## src/rtl/vram_arb_pkg.sv

```systemverilog
// vram_arb_pkg: grant encoding, default widths and write FIFO entry
// shared by the VRAM arbiter files (optional VRAM_ARB_STARVE_EN in top).
package vram_arb_pkg;

   localparam int VRAM_ADDR_W = 20;
   localparam int VRAM_DATA_W = 8;

   typedef enum logic [1:0] {
      GNT_NONE = 2'd0,
      GNT_DISP = 2'd1,
      GNT_WR   = 2'd2
   } grant_t;

   typedef struct packed {
      logic [VRAM_ADDR_W-1:0] addr;
      logic [VRAM_DATA_W-1:0] data;
   } wr_entry_t;

endpackage

```

## src/rtl/vram_arbiter_if.sv

```systemverilog
// vram_arbiter_if: display read, CPU write and VRAM port bundle.
// master = requesters + VRAM side, slave = the arbiter.
interface vram_arbiter_if #(
   parameter int ADDR_W = 20,
   parameter int DATA_W = 8
) ();

   logic              disp_req;
   logic [ADDR_W-1:0] disp_addr;
   logic [DATA_W-1:0] disp_data;
   logic              disp_valid;
   logic              disp_miss;

   logic              cpu_wr_req;
   logic [ADDR_W-1:0] cpu_wr_addr;
   logic [DATA_W-1:0] cpu_wr_data;
   logic              cpu_wr_ready;

   logic [ADDR_W-1:0] vram_address;
   logic              vram_w_enable;
   logic [DATA_W-1:0] vram_w_data;
   logic [DATA_W-1:0] vram_r_data;

   modport master (
      output disp_req, disp_addr,
      input  disp_data, disp_valid, disp_miss,
      output cpu_wr_req, cpu_wr_addr, cpu_wr_data,
      input  cpu_wr_ready,
      input  vram_address, vram_w_enable, vram_w_data,
      output vram_r_data
   );

   modport slave (
      input  disp_req, disp_addr,
      output disp_data, disp_valid, disp_miss,
      input  cpu_wr_req, cpu_wr_addr, cpu_wr_data,
      output cpu_wr_ready,
      output vram_address, vram_w_enable, vram_w_data,
      input  vram_r_data
   );

endinterface

```

## src/rtl/vram_wr_fifo.sv

```systemverilog
// vram_wr_fifo: synchronous FIFO of wr_entry_t, FIFO_DEPTH entries.
// Ports: clk, rst (async low), push, pop, din, dout (head), full, empty.
module vram_wr_fifo
   import vram_arb_pkg::*;
#(
   parameter int FIFO_DEPTH = 4
) (
   input  logic      clk,
   input  logic      rst,
   input  logic      push,
   input  logic      pop,
   input  wr_entry_t din,
   output wr_entry_t dout,
   output logic      full,
   output logic      empty
);

   localparam int PW = $clog2(FIFO_DEPTH);

   wr_entry_t     mem [FIFO_DEPTH];
   logic [PW-1:0] wr_ptr;
   logic [PW-1:0] rd_ptr;
   logic [PW:0]   count;
   logic          do_push;
   logic          do_pop;

   assign do_push = push && !full;
   assign do_pop  = pop && !empty;

   assign full  = (count == (PW+1)'(FIFO_DEPTH));
   assign empty = (count == '0);
   assign dout  = mem[rd_ptr];

   // Depth is a power of two, so pointers wrap by overflow.
   always_ff @(posedge clk or negedge rst) begin
      if (!rst) begin
         wr_ptr <= '0;
         rd_ptr <= '0;
         count  <= '0;
      end else begin
         if (do_push)
            wr_ptr <= wr_ptr + PW'(1);
         if (do_pop)
            rd_ptr <= rd_ptr + PW'(1);
         case ({do_push, do_pop})
            2'b10:   count <= count + (PW+1)'(1);
            2'b01:   count <= count - (PW+1)'(1);
            default: count <= count;
         endcase
      end
   end

   // Storage needs no reset: count alone marks entries valid.
   always_ff @(posedge clk) begin
      if (do_push)
         mem[wr_ptr] <= din;
   end

endmodule

```

## src/rtl/vram_arbiter.sv

```systemverilog
// vram_arbiter: shares one VRAM port between display reads and
// buffered CPU writes. Ports: clk, rst (async low), bus (slave).
// Optional `VRAM_ARB_STARVE_EN: forces a write after STARVE_LIMIT
// blocked cycles and reports the denied read on disp_miss.
module vram_arbiter
   import vram_arb_pkg::*;
#(
   parameter int ADDR_W       = 20,
   parameter int DATA_W       = 8,
   parameter int FIFO_DEPTH   = 4,
   parameter int STARVE_LIMIT = 15
) (
   input logic            clk,
   input logic            rst,
   vram_arbiter_if.slave  bus
);

   if (FIFO_DEPTH < 2 ||
       (FIFO_DEPTH & (FIFO_DEPTH - 1)) != 0) begin : g_bad_depth
      $error("FIFO_DEPTH must be a power of two >= 2");
   end

   if (STARVE_LIMIT < 1) begin : g_bad_limit
      $error("STARVE_LIMIT must be >= 1");
   end

   if (ADDR_W > VRAM_ADDR_W ||
       DATA_W > VRAM_DATA_W) begin : g_bad_width
      $error("ADDR_W/DATA_W exceed the FIFO entry widths");
   end

   grant_t    gnt;
   grant_t    last_gnt;
   wr_entry_t din;
   wr_entry_t head;
   logic      full;
   logic      empty;
   logic      wr_gnt;
   logic      force_wr;

   assign din.addr = VRAM_ADDR_W'(bus.cpu_wr_addr);
   assign din.data = VRAM_DATA_W'(bus.cpu_wr_data);

   vram_wr_fifo #(
      .FIFO_DEPTH (FIFO_DEPTH)
   ) u_fifo (
      .clk   (clk),
      .rst   (rst),
      .push  (bus.cpu_wr_req),
      .pop   (wr_gnt),
      .din   (din),
      .dout  (head),
      .full  (full),
      .empty (empty)
   );

   // Items overlap, so first match wins.
   always_comb begin
      gnt = GNT_NONE;
      priority case (1'b1)
         force_wr:     gnt = GNT_WR;
         bus.disp_req: gnt = GNT_DISP;
         !empty:       gnt = GNT_WR;
         default:      gnt = GNT_NONE;
      endcase
   end

   assign wr_gnt = (gnt == GNT_WR);

   assign bus.cpu_wr_ready  = !full;
   assign bus.vram_w_enable = wr_gnt && rst;
   assign bus.vram_w_data   = wr_gnt ?
                              DATA_W'(head.data) : '0;
   assign bus.vram_address  = wr_gnt ?
                              ADDR_W'(head.addr) :
                              bus.disp_addr;

   // VRAM read data lags the address by one cycle.
   always_ff @(posedge clk or negedge rst) begin
      if (!rst)
         last_gnt <= GNT_NONE;
      else
         last_gnt <= gnt;
   end

   assign bus.disp_valid = (last_gnt == GNT_DISP);
   assign bus.disp_data  = bus.disp_valid ?
                           bus.vram_r_data : '0;

`ifdef VRAM_ARB_STARVE_EN
   localparam int SW = $clog2(STARVE_LIMIT + 1);

   logic [SW-1:0] starve_cnt;
   logic          miss_q;

   assign force_wr = bus.disp_req && !empty &&
                     (starve_cnt == SW'(STARVE_LIMIT));

   // Counts display wins over a waiting write; the forced
   // write at the limit clears it, so it never overflows.
   always_ff @(posedge clk or negedge rst) begin
      if (!rst) begin
         starve_cnt <= '0;
         miss_q     <= 1'b0;
      end else begin
         miss_q <= force_wr;
         if (empty || wr_gnt)
            starve_cnt <= '0;
         else if (gnt == GNT_DISP)
            starve_cnt <= starve_cnt + SW'(1);
      end
   end

   assign bus.disp_miss = miss_q;
`else
   assign force_wr      = 1'b0;
   assign bus.disp_miss = 1'b0;
`endif

endmodule

```

## src/flat_wrapper.sv

```systemverilog
// flat-port wrapper written by rule: the top's interface ports become plain ports
module vram_arbiter_flat import vram_arb_pkg::*;
#(
   parameter int ADDR_W       = 20,
   parameter int DATA_W       = 8,
   parameter int FIFO_DEPTH   = 4,
   parameter int STARVE_LIMIT = 15
)
  (clk, rst, bus_disp_req, bus_disp_addr, bus_disp_data, bus_disp_valid, bus_disp_miss, bus_cpu_wr_req, bus_cpu_wr_addr, bus_cpu_wr_data, bus_cpu_wr_ready, bus_vram_address, bus_vram_w_enable, bus_vram_w_data, bus_vram_r_data);
  vram_arbiter_if #(.ADDR_W(ADDR_W), .DATA_W(DATA_W)) bus_i ();
  input logic clk;
  input logic rst;
  input wire logic [$bits(bus_i.disp_req)-1:0] bus_disp_req;
  input wire logic [$bits(bus_i.disp_addr)-1:0] bus_disp_addr;
  output wire logic [$bits(bus_i.disp_data)-1:0] bus_disp_data;
  output wire logic [$bits(bus_i.disp_valid)-1:0] bus_disp_valid;
  output wire logic [$bits(bus_i.disp_miss)-1:0] bus_disp_miss;
  input wire logic [$bits(bus_i.cpu_wr_req)-1:0] bus_cpu_wr_req;
  input wire logic [$bits(bus_i.cpu_wr_addr)-1:0] bus_cpu_wr_addr;
  input wire logic [$bits(bus_i.cpu_wr_data)-1:0] bus_cpu_wr_data;
  output wire logic [$bits(bus_i.cpu_wr_ready)-1:0] bus_cpu_wr_ready;
  output wire logic [$bits(bus_i.vram_address)-1:0] bus_vram_address;
  output wire logic [$bits(bus_i.vram_w_enable)-1:0] bus_vram_w_enable;
  output wire logic [$bits(bus_i.vram_w_data)-1:0] bus_vram_w_data;
  input wire logic [$bits(bus_i.vram_r_data)-1:0] bus_vram_r_data;
  assign bus_i.disp_req = bus_disp_req;
  assign bus_i.disp_addr = bus_disp_addr;
  assign bus_disp_data = bus_i.disp_data;
  assign bus_disp_valid = bus_i.disp_valid;
  assign bus_disp_miss = bus_i.disp_miss;
  assign bus_i.cpu_wr_req = bus_cpu_wr_req;
  assign bus_i.cpu_wr_addr = bus_cpu_wr_addr;
  assign bus_i.cpu_wr_data = bus_cpu_wr_data;
  assign bus_cpu_wr_ready = bus_i.cpu_wr_ready;
  assign bus_vram_address = bus_i.vram_address;
  assign bus_vram_w_enable = bus_i.vram_w_enable;
  assign bus_vram_w_data = bus_i.vram_w_data;
  assign bus_i.vram_r_data = bus_vram_r_data;
  vram_arbiter #(.ADDR_W(ADDR_W), .DATA_W(DATA_W), .FIFO_DEPTH(FIFO_DEPTH), .STARVE_LIMIT(STARVE_LIMIT)) u_core (.clk(clk), .rst(rst), .bus(bus_i));
endmodule
```

## config.mk

```make
export PLATFORM = sky130hd
export DESIGN_NAME = vram_arbiter_flat
export DESIGN_NICKNAME = d
export VERILOG_FILES = /design/src/rtl/vram_arb_pkg.sv /design/src/rtl/vram_arbiter_if.sv /design/src/rtl/vram_wr_fifo.sv /design/src/rtl/vram_arbiter.sv /design/src/flat_wrapper.sv
export SDC_FILE = /design/constraint.sdc
export NUM_CORES = 1
export LEC_CHECK = 0
export CAP_MARGIN = 25
export CORE_UTILIZATION = 23
export CTS_BUF_LIST = sky130_fd_sc_hd__clkbuf_16
export DETAILED_ROUTE_END_ITERATION = 10
export PLACE_DENSITY = 0.45
export SETUP_SLACK_MARGIN = 0.4
export SKIP_LAST_GASP = 1
export SYNTH_ARGS = -nofsm -noshare
export SYNTH_HDL_FRONTEND = slang
export SYNTH_SLANG_ARGS = --single-unit
```

## constraint.sdc

```tcl
create_clock -name clk -period 2.5 [get_ports clk]
set_input_delay 0.75 -clock clk [delete_from_list [all_inputs] [get_ports clk]]
set_output_delay 0.75 -clock clk [all_outputs]
set_load 0.03 [all_outputs]
```

# Word-level counts from Yosys, hierarchy flattened
# Memory sizes are Yosys's and may differ from the RTL's.
# Cells that the tools add are included.
dict set report word_totals {
  reg_bits 9
  ramBits 112
  n_memories 1
  latchBits 0
  out_inout_bits 40
  rom_bits 0
  word_cells 29
}
dict set report classes {
  add_sub_neg 4
  reduce_logical 7
  mul 0
  div_mod_pow 0
  bitwise_logic 0
  magnitude_cmp 0
  muxes 8
  eq_ne 5
  n_shift 0
}
# name depth word_bits read_ports rd_ports_with_merged_regs write_ports line
set memory_table {}
lappend memory_table {u_core.u_fifo.mem 4 28 1 0 1 vram_wr_fifo.sv:20} ;# wr_entry_t mem [FIFO_DEPTH];
# operator n
set ops {}
lappend ops {{two-way mux 20 bit} 1}
lappend ops {{two-way mux 8 bit} 2}
lappend ops {{one-hot mux 3 bit (2 select lines)} 1}
lappend ops {{adder 2 x 1 -> 2 bit (second input constant)} 2}
lappend ops {{== test 2 x 1 -> 1 bit (second input constant)} 2}
lappend ops {{== test 2 bit (second input constant)} 2}
lappend ops {{two-way mux 2 bit} 2}
lappend ops {{adder 3 x 1 -> 3 bit (second input constant)} 1}
lappend ops {{== test 3 bit (second input constant)} 1}
lappend ops {{logical AND 1 bit} 3}
lappend ops {{logical NOT 3 bit} 1}
lappend ops {{subtractor 3 x 1 -> 3 bit (second input constant)} 1}
lappend ops {{logical NOT 1 bit} 2}
lappend ops {{two-way mux 1 bit} 2}
lappend ops {{nonzero test 2 bit} 1}

# Depth between registers and ports, before layout
dict set report logic_depth {
  word_depth 7
  ltp_mapped 9
  mapped_depth_nobuf 9
}

# By module
# From an unflattened synthesis, not the netlist that was laid out.
dict set report unflattened {
  hier_cells 231
  hier_area_um2 4926.0
}
# mod area_per_inst_um2 instances seq_area_each_um2 cells_per_inst
set by_module_without_submodules {}
lappend by_module_without_submodules {vram_wr_fifo 4485.6 1 3538.4 183}
lappend by_module_without_submodules {vram_arbiter 440.4 1 50.0 48}

# Least setup slack after synthesis
# No wires, ideal clock.
dict set report synth_timing {
  path_type {input to output}
  start {input bus_disp_req}
  end {output bus_vram_address[10]}
  t_arrival_ps 1584
  path_buffers 1
  path_slack_ps 166
  stages 3
  path_cell_list {nor2_1 buf_2 mux2_2}
}
dict set report synth_via {
  elab_chain_len 3
}
# item line
set synth_rtl {}
lappend synth_rtl {{start: declaration} flat_wrapper.sv:13} ;# input wire logic [$bits(bus_i.disp_req)-1:0] bus_disp_req;
lappend synth_rtl {{two-way mux 2 bit} vram_arbiter.sv:60} ;# priority case (1'b1)
lappend synth_rtl {{== test 2 bit} vram_arbiter.sv:68} ;# assign wr_gnt = (gnt == GNT_WR);
lappend synth_rtl {{two-way mux 20 bit} vram_arbiter.sv:74} ;# assign bus.vram_address = wr_gnt ?
lappend synth_rtl {{end: declaration} flat_wrapper.sv:22} ;# output wire logic [$bits(bus_i.vram_address)-1:0] bus_vram_address;
# No other way between the ends.

# Final worst setup path
dict set report layout_timing {
  start {register u_core.u_fifo.rd_ptr[0]}
  end {output bus_vram_address[4]}
}
dict set report layout_via {
  elab_chain_len 2
}
# item line
set layout_rtl {}
lappend layout_rtl {{start: declaration} vram_wr_fifo.sv:22} ;# logic [PW-1:0] rd_ptr;
lappend layout_rtl {{start signal: assignment} vram_wr_fifo.sv:44} ;# rd_ptr <= rd_ptr + PW'(1);
lappend layout_rtl {{memory (4 x 28 bit)} -}
lappend layout_rtl {{two-way mux 20 bit} vram_arbiter.sv:74}
# No other way between the ends.

==> out/qor.yml <==
fin_total_pwr_uw: 8816
timing.final.crit_share_pct: 110.6
status: "finished, violations left"
n_fill_cell: 1928
power_density_nw_per_um2: 1188
cts.sinks: 121
row_count: 52
clock_skew_ps: 5.203
multi_input_area_um2: 1346
clk_pin_slew_ps: 50
drtIter0Drc: 71
netlist_area_um2: 4878
syn_nets: 295
vias: 2647
die_height_um: 147.6
drt-total-wl_um: 11030
critical_path_class: "reg -> out"
crit_fanout: 8
leakage_uw: 0.002728
drv_slew: 0
vias_per_cell: 4.023
finalSetupTns_ps: -6218
area_growth_pct: 52.17
cp_data_arrival_time_ps: 2010
grt_first_pass_wirelength_um: 16670
wl_per_cell_um: 16.76
violations: "negative setup slack"
final_util_pct: 36.22
syn_inst: 229
max-clock-path-buffers: 2
cp-start-kind: "flip-flop"
grt_usage_pct: 10.75
syn_area_per_cell_um2: 21.30
max_cap_viol_count: 0
grt_pass1_vias: 2927
ir_worst_vdd_mv: 0.5124
cts_tree: "yes"
root_buffer: "clkbuf_16"
reg2regPathDepth: 11
rsz0062_at_grt: "yes"
num-nets-final: 441
antenna_cells: 0
critPathRequiredTime_ps: 1750
period_needed_ps: 2764
fp.dieW_um: 147.6
final_cell_mix: "112 x edfxtp_1, 50 x clkdlybuf4s50_1, 40 x buf_6, 28 x mux4_2, 22 x buf_4"
place.gp.congestion: 0.6350
finalSetupViolations: 28
placeableCoreArea_um2: 20490
seqCellArea_um2: 3591
whs_path_depth: 2
antenna_found_initial: 0
end_kind: "output pin"
yosys_register_bits: 121
portBuffers: 98
final_antenna_net_count: 0
layout-drive-gt1-share_pct: 49.48
dpl.hpwl_um: 6943
drtPass1Iterations: 6
fmax_mhz: 361.8
synth_cell_types: 24
start_util_pct: 23.80
h-tree-depth: 4
seq_area_frac_synth_pct: 73.56
numCtsBuffers: 17
finalWorstSetupSlack_ps: -263.8
overflow: 0
final_common_cell: "edfxtp_1"
grt_max_degree: 20
synth_warnings: 0
ios: 100
drc: 0
die_area_um2: 21800
clock_latency_ps: 410
hold_viol_final: 0
hold_class: "reg -> reg"
[power by group]
| part | total [uW] | switching (uW) | internal (uW) |
|---|---|---|---|
| Clock | 2440 | 872 | 1560 |
| Sequential | 2800 | 116 | 2690 |
| Combinational | 3580 | 1640 | 1930 |
| Total | 8820 | 2630 | 6190 |
[worst max-delay path, cell delays in order, from the launching register on]
cell and delay [ps]:
dfrtp_2 380, buf_8 140, buf_12 160, mux4_2 520
mux2_4 280, buf_6 140
[per-layer routing]
layer | part of all wire (%) | vias to the layer above | global-route usage, % | routed length, um
met1 | 44 | 1342 | 13.04 | 4868
met2 | 49 | 81 | 17.38 | 5389
li1 | - | 1213 | - | -
met5 | 0 | - | 0 | 0
met3 | 5.6 | 11 | 3.858 | 621
met4 | 1.3 | 0 | 4.330 | 147
[final cells by class]
cell class,instances,share of cell area (%)
clock buffers,17,5.731
multi-input cells,91,18.14
inverters,6,0.3034
flip-flops and latches,121,48.37
repair buffers,138,20.53
clock inverters,15,2.377
well taps,270,4.551
[timing repair]
item	CTS	global route
buffers inserted	11	2
resized for setup	88	4
pin swaps	22	2
cloned	3	0
endpoints found under the setup margin	41	40
hold buffers	0	0
[Yosys cell counts (all sizes together)]
master	n	area share [%]
xor2	4	0.72
mux2i	1	0.21
mux4	28	13
dfrtp	9	4.6
buf	9	1.3
and2	18	2.4
and3	4	0.51
mux2	21	4.9
clkbuf	2	0.15
nor2	2	0.15
inv	6	0.46
or3b	1	0.23
edfxtp	112	69
nor2b	1	0.13
xnor2	2	0.36
nor3b	1	0.15
nor3	1	0.10
conb	1	0.077
ha	5	1.3
fa	1	0.41
[stage by stage]
step / hold WS, ps / cell area (um^2) / cells / setup slack (ps)
after global routing: 592.1 / 7423 / 658 / -341.2
after global placement: 473.6 / 6427 / 610 / -547.2
after detailed placement: 484.8 / 6427 / 610 / -539.7
final: 575.6 / 7423 / 658 / -263.8
after CTS: 571.5 / 7405 / 656 / -307.1
after floorplan: 454.4 / 4985 / 229 / 347.6
[path summary, 6_finish.rpt]
path / startpoint / to / slack (ps)
worst max-delay path: u_core.u_fifo.rd_ptr[0]$_DFFE_PN0P_ / bus_vram_address[4] / -260
worst min-delay path: u_core.u_fifo.count[2]$_DFFE_PN0P_ / u_core.u_fifo.count[2]$_DFFE_PN0P_ / 580
worst max register to register: u_core.u_fifo.count[0]$_DFFE_PN0P_ / u_core.u_fifo.count[2]$_DFFE_PN0P_ / 230
worst min register to register: u_core.u_fifo.count[2]$_DFFE_PN0P_ / u_core.u_fifo.count[2]$_DFFE_PN0P_ / 580
max in group asynchronous: rst / u_core.u_fifo.rd_ptr[0]$_DFFE_PN0P_ / 1650
min in group asynchronous: rst / u_core.last_gnt[0]$_DFF_PN0_ / 700
[flip-flops by register name, summed over array words and instances, names as in the netlist]
name and count:
u_core.last_gnt 2, u_core.u_fifo.count 3, u_core.u_fifo.mem 112, u_core.u_fifo.rd_ptr 2
u_core.u_fifo.wr_ptr 2
[cell families after synthesis]
group,synth area share (%)
simple gates,3.642
flops,73.56
buf+inv,1.898
mux,18.06
xor+xnor,1.077
fa+ha+maj,1.693
other cells,0.07687
Note: power is estimated with default switching activity, not from simulation.
